==> config.mk <==
export PLATFORM = sky130hd
export DESIGN_NAME = vga_sync_gen
export DESIGN_NICKNAME = d
export VERILOG_FILES = /design/src/rtl/vga_sync_gen_pkg.sv /design/src/rtl/vga_sync_gen_sync_axis.sv /design/src/rtl/vga_sync_gen.sv
export SDC_FILE = /design/constraint.sdc
export NUM_CORES = 1
export LEC_CHECK = 0
export CAP_MARGIN = 20
export CORE_AREA = 2 2 66 68
export CTS_BUF_LIST = sky130_fd_sc_hd__clkbuf_8
export DETAILED_ROUTE_END_ITERATION = 8
export DIE_AREA = 0 0 68 70
export PLACE_DENSITY = 0.91
export SKIP_CTS_REPAIR_TIMING = 1
export SYNTH_ARGS = -nofsm -noshare
export SYNTH_HDL_FRONTEND = slang
export SYNTH_SLANG_ARGS = --single-unit
==> constraint.sdc <==
create_clock -name clk -period 2.88 [get_ports clk]
set_input_delay 0.576 -clock clk [delete_from_list [all_inputs] [get_ports clk]]
set_output_delay 0.576 -clock clk [all_outputs]
set_load 0.005 [all_outputs]
==> src/rtl/vga_sync_gen_pkg.sv <==
// vga_pkg: shared types and constants for the VGA timing generator.
//   axis_state_t : per-axis porch/sync phase (ACTIVE, FRONT, SYNC, BACK)
//   COUNT_W      : width of the axis position counters
//   *_DEF        : default 640x480 @ 60 Hz timing, 125 MHz clk / 5 = 25 MHz pixel
package vga_pkg;

    localparam int COUNT_W = 12;

    typedef enum logic [1:0] {
        ACTIVE,
        FRONT,
        SYNC,
        BACK
    } axis_state_t;

    localparam int H_ACTIVE_DEF = 640;
    localparam int H_FP_DEF     = 16;
    localparam int H_SYNC_DEF   = 96;
    localparam int H_BP_DEF     = 48;
    localparam int V_ACTIVE_DEF = 480;
    localparam int V_FP_DEF     = 10;
    localparam int V_SYNC_DEF   = 2;
    localparam int V_BP_DEF     = 33;
    localparam bit H_POL_DEF    = 1'b0;
    localparam bit V_POL_DEF    = 1'b0;
    localparam int CLK_DIV_DEF  = 5;

    function automatic int axis_total(input int act, input int fp, input int sync, input int bp);
        return act + fp + sync + bp;
    endfunction

endpackage

==> src/rtl/vga_sync_gen_sync_axis.sv <==
// sync_axis: one axis (horizontal or vertical) of the VGA timing generator.
// Position counter plus the ACTIVE -> FRONT -> SYNC -> BACK phase machine.
//
// State table:
//   ACTIVE | visible region, count 0 .. ACTIVE_LEN-1
//   FRONT  | front porch
//   SYNC   | sync pulse, sync output at POL level
//   BACK   | back porch, ends at TOTAL-1 and wraps to 0
//
// Ports:
//   clk, reset (sync, active-high), step (advance one position)
//   count     : current position 0..TOTAL-1
//   state     : current phase
//   wrap      : count is at TOTAL-1 (next step returns to 0)
//   sync      : registered sync level
//   in_active : registered, high while in ACTIVE
module sync_axis
    import vga_pkg::*;
#(
    parameter int ACTIVE_LEN = H_ACTIVE_DEF,
    parameter int FP_LEN     = H_FP_DEF,
    parameter int SYNC_LEN   = H_SYNC_DEF,
    parameter int BP_LEN     = H_BP_DEF,
    parameter bit POL        = 1'b0
) (
    input  logic               clk,
    input  logic               reset,
    input  logic               step,
    output logic [COUNT_W-1:0] count,
    output axis_state_t        state,
    output logic               wrap,
    output logic               sync,
    output logic               in_active
);

    localparam int TOTAL = axis_total(ACTIVE_LEN, FP_LEN, SYNC_LEN, BP_LEN);

    // Last position of each phase.
    localparam logic [COUNT_W-1:0] ACT_END  = COUNT_W'(ACTIVE_LEN - 1);
    localparam logic [COUNT_W-1:0] FP_END   = COUNT_W'(ACTIVE_LEN + FP_LEN - 1);
    localparam logic [COUNT_W-1:0] SYNC_END = COUNT_W'(ACTIVE_LEN + FP_LEN + SYNC_LEN - 1);
    localparam logic [COUNT_W-1:0] LAST     = COUNT_W'(TOTAL - 1);

    logic [COUNT_W-1:0] count_q, count_d;
    axis_state_t        state_q;
    logic               sync_q;
    logic               active_q;

    assign wrap    = (count_q == LAST);
    assign count_d = wrap ? '0 : count_q + 1'b1;

    always_ff @(posedge clk) begin
        if (reset) begin
            count_q  <= '0;
            state_q  <= ACTIVE;
            sync_q   <= ~POL;
            active_q <= 1'b1;
        end else if (step) begin
            count_q <= count_d;
            unique case (state_q)
                ACTIVE: if (count_q == ACT_END) begin
                    state_q  <= FRONT;
                    active_q <= 1'b0;
                end
                FRONT: if (count_q == FP_END) begin
                    state_q <= SYNC;
                    sync_q  <= POL;
                end
                SYNC: if (count_q == SYNC_END) begin
                    state_q <= BACK;
                    sync_q  <= ~POL;
                end
                BACK: if (wrap) begin
                    state_q  <= ACTIVE;
                    active_q <= 1'b1;
                end
                default: begin
                    state_q  <= ACTIVE;
                    sync_q   <= ~POL;
                    active_q <= 1'b1;
                end
            endcase
        end
    end

    assign count     = count_q;
    assign state     = state_q;
    assign sync      = sync_q;
    assign in_active = active_q;

endmodule

==> src/rtl/vga_sync_gen.sv <==
// vga_sync_gen: parametrised VGA timing generator.
// Clock prescaler, running flag, horizontal/vertical sync_axis instances and
// line/frame start pulses. All outputs come from registers.
//
// Ports:
//   clk, reset (sync, active-high), enable (low freezes everything)
//   pix_tick              : one-clk strobe per pixel period
//   hcount, vcount        : pixel position
//   hsync, vsync          : sync at H_POL / V_POL active level
//   video_on              : both axes visible and generator running
//   line_start/frame_start: one-clk pulses after the tick that lands on hcount 0
//   x_pos, y_pos          : only with VGA_SYNC_COORD_EN defined; hcount/vcount
//                           while video_on, else 0
//
// Optional feature macro: VGA_SYNC_COORD_EN
module vga_sync_gen
    import vga_pkg::*;
#(
    parameter int H_ACTIVE = H_ACTIVE_DEF,
    parameter int H_FP     = H_FP_DEF,
    parameter int H_SYNC   = H_SYNC_DEF,
    parameter int H_BP     = H_BP_DEF,
    parameter int V_ACTIVE = V_ACTIVE_DEF,
    parameter int V_FP     = V_FP_DEF,
    parameter int V_SYNC   = V_SYNC_DEF,
    parameter int V_BP     = V_BP_DEF,
    parameter bit H_POL    = H_POL_DEF,
    parameter bit V_POL    = V_POL_DEF,
    parameter int CLK_DIV  = CLK_DIV_DEF
) (
    input  logic               clk,
    input  logic               reset,
    input  logic               enable,
    output logic               pix_tick,
    output logic [COUNT_W-1:0] hcount,
    output logic [COUNT_W-1:0] vcount,
    output logic               hsync,
    output logic               vsync,
    output logic               video_on,
    output logic               line_start,
    output logic               frame_start
`ifdef VGA_SYNC_COORD_EN
    ,
    output logic [COUNT_W-1:0] x_pos,
    output logic [COUNT_W-1:0] y_pos
`endif
);

    localparam int H_TOTAL = axis_total(H_ACTIVE, H_FP, H_SYNC, H_BP);
    localparam int V_TOTAL = axis_total(V_ACTIVE, V_FP, V_SYNC, V_BP);
    localparam logic [3:0] DIV_LAST = 4'(CLK_DIV - 1);

    if (H_TOTAL > 4095 || V_TOTAL > 4095 ||
        H_ACTIVE == 0 || H_FP == 0 || H_SYNC == 0 || H_BP == 0 ||
        V_ACTIVE == 0 || V_FP == 0 || V_SYNC == 0 || V_BP == 0 ||
        CLK_DIV < 1 || CLK_DIV > 15) begin : g_bad_cfg
        $error("vga_sync_gen: illegal timing parameters");
    end

    // enable is registered so nothing downstream sees it combinationally;
    // a freeze therefore lasts exactly as many clks as enable was low.
    logic        en_q;
    logic [3:0]  div_q, div_d;
    logic        running_q;
    logic        line_start_q, line_start_d;
    logic        frame_start_q, frame_start_d;
    logic        h_step, v_step, h_wrap, v_wrap, h_end, v_end;
    logic        h_in_active, v_in_active;
    axis_state_t h_state, v_state;

    assign pix_tick = en_q && (div_q == DIV_LAST);
    assign div_d    = pix_tick ? '0 : div_q + 1'b1;

    // The tick that sets running leaves the counters at 0.
    assign h_step = pix_tick && running_q;
    assign v_step = h_step && h_wrap;

    assign h_end = h_wrap && (h_state == BACK);
    assign v_end = v_wrap && (v_state == BACK);

    assign line_start_d  = pix_tick && (!running_q || h_end);
    assign frame_start_d = pix_tick && (!running_q || (h_end && v_end));

    sync_axis #(
        .ACTIVE_LEN (H_ACTIVE),
        .FP_LEN     (H_FP),
        .SYNC_LEN   (H_SYNC),
        .BP_LEN     (H_BP),
        .POL        (H_POL)
    ) u_h_axis (
        .clk       (clk),
        .reset     (reset),
        .step      (h_step),
        .count     (hcount),
        .state     (h_state),
        .wrap      (h_wrap),
        .sync      (hsync),
        .in_active (h_in_active)
    );

    sync_axis #(
        .ACTIVE_LEN (V_ACTIVE),
        .FP_LEN     (V_FP),
        .SYNC_LEN   (V_SYNC),
        .BP_LEN     (V_BP),
        .POL        (V_POL)
    ) u_v_axis (
        .clk       (clk),
        .reset     (reset),
        .step      (v_step),
        .count     (vcount),
        .state     (v_state),
        .wrap      (v_wrap),
        .sync      (vsync),
        .in_active (v_in_active)
    );

    always_ff @(posedge clk) begin
        if (reset) begin
            en_q          <= 1'b0;
            div_q         <= '0;
            running_q     <= 1'b0;
            line_start_q  <= 1'b0;
            frame_start_q <= 1'b0;
        end else begin
            en_q          <= enable;
            line_start_q  <= line_start_d;
            frame_start_q <= frame_start_d;
            if (en_q) begin
                div_q <= div_d;
            end
            if (pix_tick) begin
                running_q <= 1'b1;
            end
        end
    end

    assign video_on    = running_q && h_in_active && v_in_active;
    assign line_start  = line_start_q;
    assign frame_start = frame_start_q;

`ifdef VGA_SYNC_COORD_EN
    // Coordinates are registered from the post-tick position so they change
    // on the same edge as video_on.
    localparam logic [COUNT_W-1:0] H_ACT_W = COUNT_W'(H_ACTIVE);
    localparam logic [COUNT_W-1:0] V_ACT_W = COUNT_W'(V_ACTIVE);

    logic [COUNT_W-1:0] h_next, v_next;
    logic [COUNT_W-1:0] x_pos_q, y_pos_q;
    logic               vid_next;

    assign h_next   = h_step ? (h_wrap ? '0 : hcount + 1'b1) : hcount;
    assign v_next   = v_step ? (v_wrap ? '0 : vcount + 1'b1) : vcount;
    assign vid_next = (running_q || pix_tick) && (h_next < H_ACT_W) && (v_next < V_ACT_W);

    always_ff @(posedge clk) begin
        if (reset) begin
            x_pos_q <= '0;
            y_pos_q <= '0;
        end else if (pix_tick) begin
            x_pos_q <= vid_next ? h_next : '0;
            y_pos_q <= vid_next ? v_next : '0;
        end
    end

    assign x_pos = x_pos_q;
    assign y_pos = y_pos_q;
`endif

endmodule
### Word level (Yosys, flattened, before mapping)

Index checks and enable logic that the tools add are counted.

| storage, ports and cells | value |
|---|---|
| flip-flop bits (word level) | 40 |
| bits of input ports | 3 |
| output and inout bits | 30 |

| cells by class | value |
|---|---|
| $add $sub $neg | 3 |
| equal/unequal tests | 23 |
| mux-type cells | 25 |
| reduce and logical (&&, ||, !) cells | 25 |

Operator list:

| operator | number |
|---|---|
| $eq A12 B10 Y1 const B | 5 |
| $eq A12 B9 Y1 const B | 3 |
| $add A12 B1 Y12 const B | 2 |
| $mux W12 | 2 |
| $mux W2 | 8 |
| $pmux W2 S4 | 2 |
| $reduce_and A4 Y1 | 4 |
| $ne A2 B1 Y1 const B | 7 |
| $logic_and A1 B1 Y1 | 10 |
| $reduce_and A5 Y1 | 2 |
| $eq A2 B2 Y1 const B | 4 |
| $mux W1 | 8 |
| $pmux W1 S2 | 4 |
| $reduce_bool A2 Y1 | 4 |
| $add A4 B1 Y4 const B | 1 |
| $eq A2 B1 Y1 const B | 2 |
| $eq A4 B3 Y1 const B | 1 |
| $logic_not A2 Y1 | 2 |
| $mux W4 | 1 |
| $logic_or A1 B1 Y1 | 2 |
| $ne A2 B2 Y1 const B | 1 |
| $logic_not A1 Y1 | 1 |

### Longest topological paths before layout

| depth | value |
|---|---|
| depth after elaboration | 5 |
| mapped depth | 10 |
| gate-level depth less buffers | 7 |

### Cells and area by module

From an unflattened synthesis, not the netlist that was laid out.

| second synthesis, totals | value |
|---|---|
| cells, all modules | 236 |
| area total of the unflattened synthesis | 2148.3 um2 |

Modules (own cells, without submodules):

| module | instances | cells each | area an instance (um2) | sequential area each (um2) |
|---|---|---|---|---|
| sync_axis at u_v_axis | 1 | 103 | 929.6 | 320.3 |
| sync_axis at u_h_axis | 1 | 94 | 868.3 | 320.3 |
| vga_sync_gen | 1 | 39 | 350.3 | 160.2 |

### Worst setup path before layout

No wires, ideal clock.

| path | value |
|---|---|
| path type | reg-to-reg |
| start | register u_h_axis.count_q[0], in the netlist u_h_axis.count[0] |
| end | register u_v_axis.active_q, in the netlist u_v_axis.in_active |
| setup time | 122 ps |
| arrival | 2099 ps |
| data required time | 2758 ps |
| setup slack | 659 ps |
| cell stages (with the launch flop) | 8 |
| buffers on the path | 1 |
| period minus slack after synthesis | 2221 ps |
| path through | dfxtp_1 -> ha_1 -> nand4bb_4 -> or4_4 -> buf_6 -> a2111oi_4 -> nand2_1 -> a221o_1 |

| on the way | value |
|---|---|
| word-level cells in the longest chain between the ends | 3 |

RTL lines:

| element | line | text |
|---|---|---|
| start: declaration | vga_sync_gen_sync_axis.sv:44 | `logic [COUNT_W-1:0] count_q, count_d;` |
| start signal: assignment | vga_sync_gen_sync_axis.sv:59 | `count_q <= count_d;` |
| $eq A12 B10 Y1 | vga_sync_gen_sync_axis.sv:49 | `assign wrap = (count_q == LAST);` |
| $logic_and A1 B1 Y1 | vga_sync_gen.sv:76 | `assign v_step = h_step && h_wrap;` |
| $reduce_and A4 Y1 (no source line) | -- |  |
| end signal: assignment | vga_sync_gen_sync_axis.sv:57 | `active_q <= 1'b1;` |
| end signal: assignment | vga_sync_gen_sync_axis.sv:63 | `active_q <= 1'b0;` |
| end signal: assignment | vga_sync_gen_sync_axis.sv:75 | `active_q <= 1'b1;` |
| end: declaration | vga_sync_gen_sync_axis.sv:47 | `logic active_q;` |

No other way between the ends.
A chain may end at the register's enable or synchronous reset.

### Worst setup path after layout

| path | value |
|---|---|
| start | register div_q[0] |
| end | output port pix_tick |

| on the way | value |
|---|---|
| word-level cells in the longest chain between the ends | 2 |

RTL lines:

| element | line | text |
|---|---|---|
| start: declaration | vga_sync_gen.sv:63 | `logic [3:0] div_q, div_d;` |
| start signal: assignment | vga_sync_gen.sv:130 | `div_q <= div_d;` |
| $eq A4 B3 Y1 | vga_sync_gen.sv:71 | `assign pix_tick = en_q && (div_q == DIV_LAST);` |
| $logic_and A1 B1 Y1 | vga_sync_gen.sv:71 |  |
| end: declaration | vga_sync_gen.sv:34 | `output logic pix_tick,` |

No other way between the ends.

==> run_results.csv <==
group,metric,value,unit
synthesis,yosysMostFrequentCell,"dfxtp_1",
placed_design,dp_cells,329,
placed_design,pre_cts_slack,599.8,ps
pwr,p_comb_share,1.9,%
layout,design_area,2663,sq um
cts,htreeDepth,2,
grt,grt_usage,22.64,%
critical_path,timing.rr.end,"u_v_axis.in_active",
layout,antenna_cells,0,
cts,tritoncts,"built",
pwr,p_leak,0.9233,nW
status,status,"complete, no violations",
synthesis,synth_top_area_share,36.74,%
synthesis,ys_seq_elements,40,
timing,setup_viol,0,
timing,fmax,415.5,MHz
synthesis,yosysUniqueCellTypes,54,
layout,fin_util,64.25,%
grt,grt_pass1_vias,1842,
timing,hold_violations,0,
timing,fin_crit_sh,83.56,%
timing,worstMarginPinSlew,881.7,ps
synthesis,synth_edf_count,0,
routing,drc_errors,0,
cts,cts-buffers-inserted,5,
routing,first_pass_iters,4,
critical_path,criticalPathCategory,"register to primary output",
timing,rsz0062_at_grt,"no",
critical_path,crit_path_max_incr_delay,570,ps
layout,drive_above_1_share,8.070,%
synthesis,syn_area,2180,sq um
synthesis,syn-num-nets,266,
layout,syn2layout_area_growth,22.16,%
timing,fin_ws,473.4,ps
min_path,min_to,"u_v_axis.sync",
synthesis,yosys_warnings,0,
job,drv_cap,0,
pwr,power_frac_seq,51.9,%
synthesis,netlist_top_cells_area,"dfxtp_1 37%, ha_1 8.0%, nor2_1 5.3%",
grt,grt_max_degree,20,
timing,drv_slew,0,
synthesis,syn-instance-count,249,
floorplan,io_pins,33,
critical_path,startpoint_type,"register",
routing,wire_per_inst,14.75,microns
critical_path,crit_path_cell_trace,"inv_1 > ha_1 > and4b_1 > clkdlybuf4s50_1",
timing,totalNegativeSetupSlack,0,ps
floorplan,die_w,68,microns
timing,relSlewSlack,40.68,%
floorplan,core-area,4144,sq um
placed_design,placed_cell_area,2536,sq um
min_path,min_from,"u_v_axis.sync",
routing,via_per_inst,5.754,
pwr,p_sw,205.7,uW
critical_path,critPathMaxFanout,9,
routing,drt_iter0_drc,151,
grt,grt_remaining_overflow,0,
cts,insertion_delay,300,ps
layout,nets,301,
critical_path,r2r_start,"u_h_axis.count[0]",
grt,antenna_found_initial,0,
layout,final_cells,337,
pwr,swShare,19.15,%
cts,path_clk_slew,70,ps
routing,ant_nets,0,
synthesis,synthFlopType,"dfxtp_1",
pwr,p_per_area,403.4,nW/um^2
grt,grt_pass1_wl,8.280,mm
critical_path,crit_required,2300,ps
synthesis,synth_top_area_cell,"dfxtp_1",
timing,hold_slack,477.9,ps
pwr,p_clk_share,46.2,%
placed_design,dp_hpwl,3.526,mm
synthesis,synth_commonest_cells,"40 x dfxtp_1, 31 x nor2_1, 26 x nand2_1, 14 x ha_1, 12 x inv_1",
critical_path,crit_slowest_cell,"clkdlybuf4s50_1",
cts,clk_path_buf_depth,2,
synthesis,syn_avg_cell_area,8.753,sq um
critical_path,r2r_slack,560,ps
pwr,peakVddDrop,308.0,uV
pwr,power,1.074,mW
timing,period_needed,2407,ps
placed_design,gp_congestion,0.8688,
critical_path,cp-end-kind,"primary output",
cts,cts_sinks,40,
pwr,internal_power,868.5,uW
layout,fillers,348,
floorplan,fp.dieH,70,microns
synthesis,yosysSeqAreaShare,36.74,%
critical_path,reg2reg_depth,6,
timing,clock_skew,5.053,ps
synthesis,ys_async_sr_fraction,0,%
floorplan,die_area,4760,sq um
min_path,hold_class,"register to register",
critical_path,worstPathArrival,1830,ps
floorplan,start_util,52.60,%
placed_design,io_buffers,32,
routing,wirelength,4.970,mm
min_path,hold_depth,1,
floorplan,fp-row-count,24,
cts,cts_root_buf,"clkbuf_8",
routing,routed-via-count,1939,
==> cell usage in the layout, fill, tap and decap left out, types with 5 or more instances in the layout <==
master / count
dfxtp_1: 40
clkdlybuf4s50_1: 32
nor2_1: 31
nand2_1: 26
ha_1: 14
inv_1: 12
a21oi_1: 11
nand3_1: 11
xor2_1: 10
nand4_1: 10
xnor2_1: 9
clkbuf_8: 7
and3_1: 5
nor3_1: 5
==> worst max-delay path: cells and delay by family, from the launching register on <==
family	cells	cell delay, ps
buffers and inverters	2	640
AND/OR/NAND/NOR	1	410
adder cells (fa/ha/maj)	1	150
flip-flops	1	340
==> layout make-up <==
cell class | count | area (sq um) | share of cell area [%]
multi-input combinational | 190 | 1282 | 48.17
clock inverter | 1 | 30.03 | 1.128
timing repair buffer | 35 | 342.8 | 12.88
tap | 52 | 65.06 | 2.444
clock buffer | 7 | 96.34 | 3.618
sequential | 40 | 800.8 | 30.08
inverter | 12 | 45.04 | 1.692
==> state kept, by name (all words and copies together) (netlist names), 2 cells and up <==
signal / cells
u_v_axis.count: 12
u_v_axis.state: 2
u_h_axis.state: 2
div_q: 4
u_h_axis.count: 12
==> power by group through the flow <==
| stage | clock (mW) | combinational (mW) | sequential, mW |
|---|---|---|---|
| floorplan | 0 | 0.0149 | 0.570 |
| global placement | 0 | 0.0198 | 0.571 |
| detailed placement | 0 | 0.0205 | 0.571 |
| CTS | 0.506 | 0.0205 | 0.558 |
| global route | 0.519 | 0.0234 | 0.558 |
| finish | 0.496 | 0.0202 | 0.558 |
==> logic make-up (layout without fill, tap and decap cells) <==
kind of cell | after synthesis | after routing | share of synthesized area (%)
XOR/XNOR | 19 | 19 | 7.635
multiplexers | 3 | 3 | 1.378
buffers and inverters | 19 | 55 | 4.420
flip-flops | 40 | 40 | 36.74
AO/OA/AOI/OAI | 33 | 33 | 10.96
AND/OR/NAND/NOR | 121 | 121 | 30.83
adder cells (fa/ha/maj) | 14 | 14 | 8.037
==> worst max-delay path by stage <==
| stage | startpoint | slack [ps] | to | cells after the start |
|---|---|---|---|---|
| final | div_q[0] | 470 | pix_tick | 4 |
| after global routing | div_q[0] | 350 | u_v_axis.count[8] | 8 |
| after CTS | div_q[0] | 460 | pix_tick | 4 |
| after detailed placement | u_h_axis.count[0] | 600 | u_v_axis.in_active | 6 |
| after global placement | u_h_axis.count[0] | 660 | u_v_axis.in_active | 6 |
| after floorplan | u_h_axis.count[0] | 660 | u_v_axis.in_active | 7 |
==> metal layers <==
| metal | track usage (%) | up-vias | wire length, microns |
|---|---|---|---|
| met5 | 0 | - | 0 |
| met4 | 8.222 | 0 | 78 |
| met3 | 5.153 | 7 | 224 |
| met2 | 38.08 | 60 | 2504 |
| met1 | 27.58 | 912 | 2163 |
| li1 | - | 960 | - |
Power figures use the tool's default switching activity.
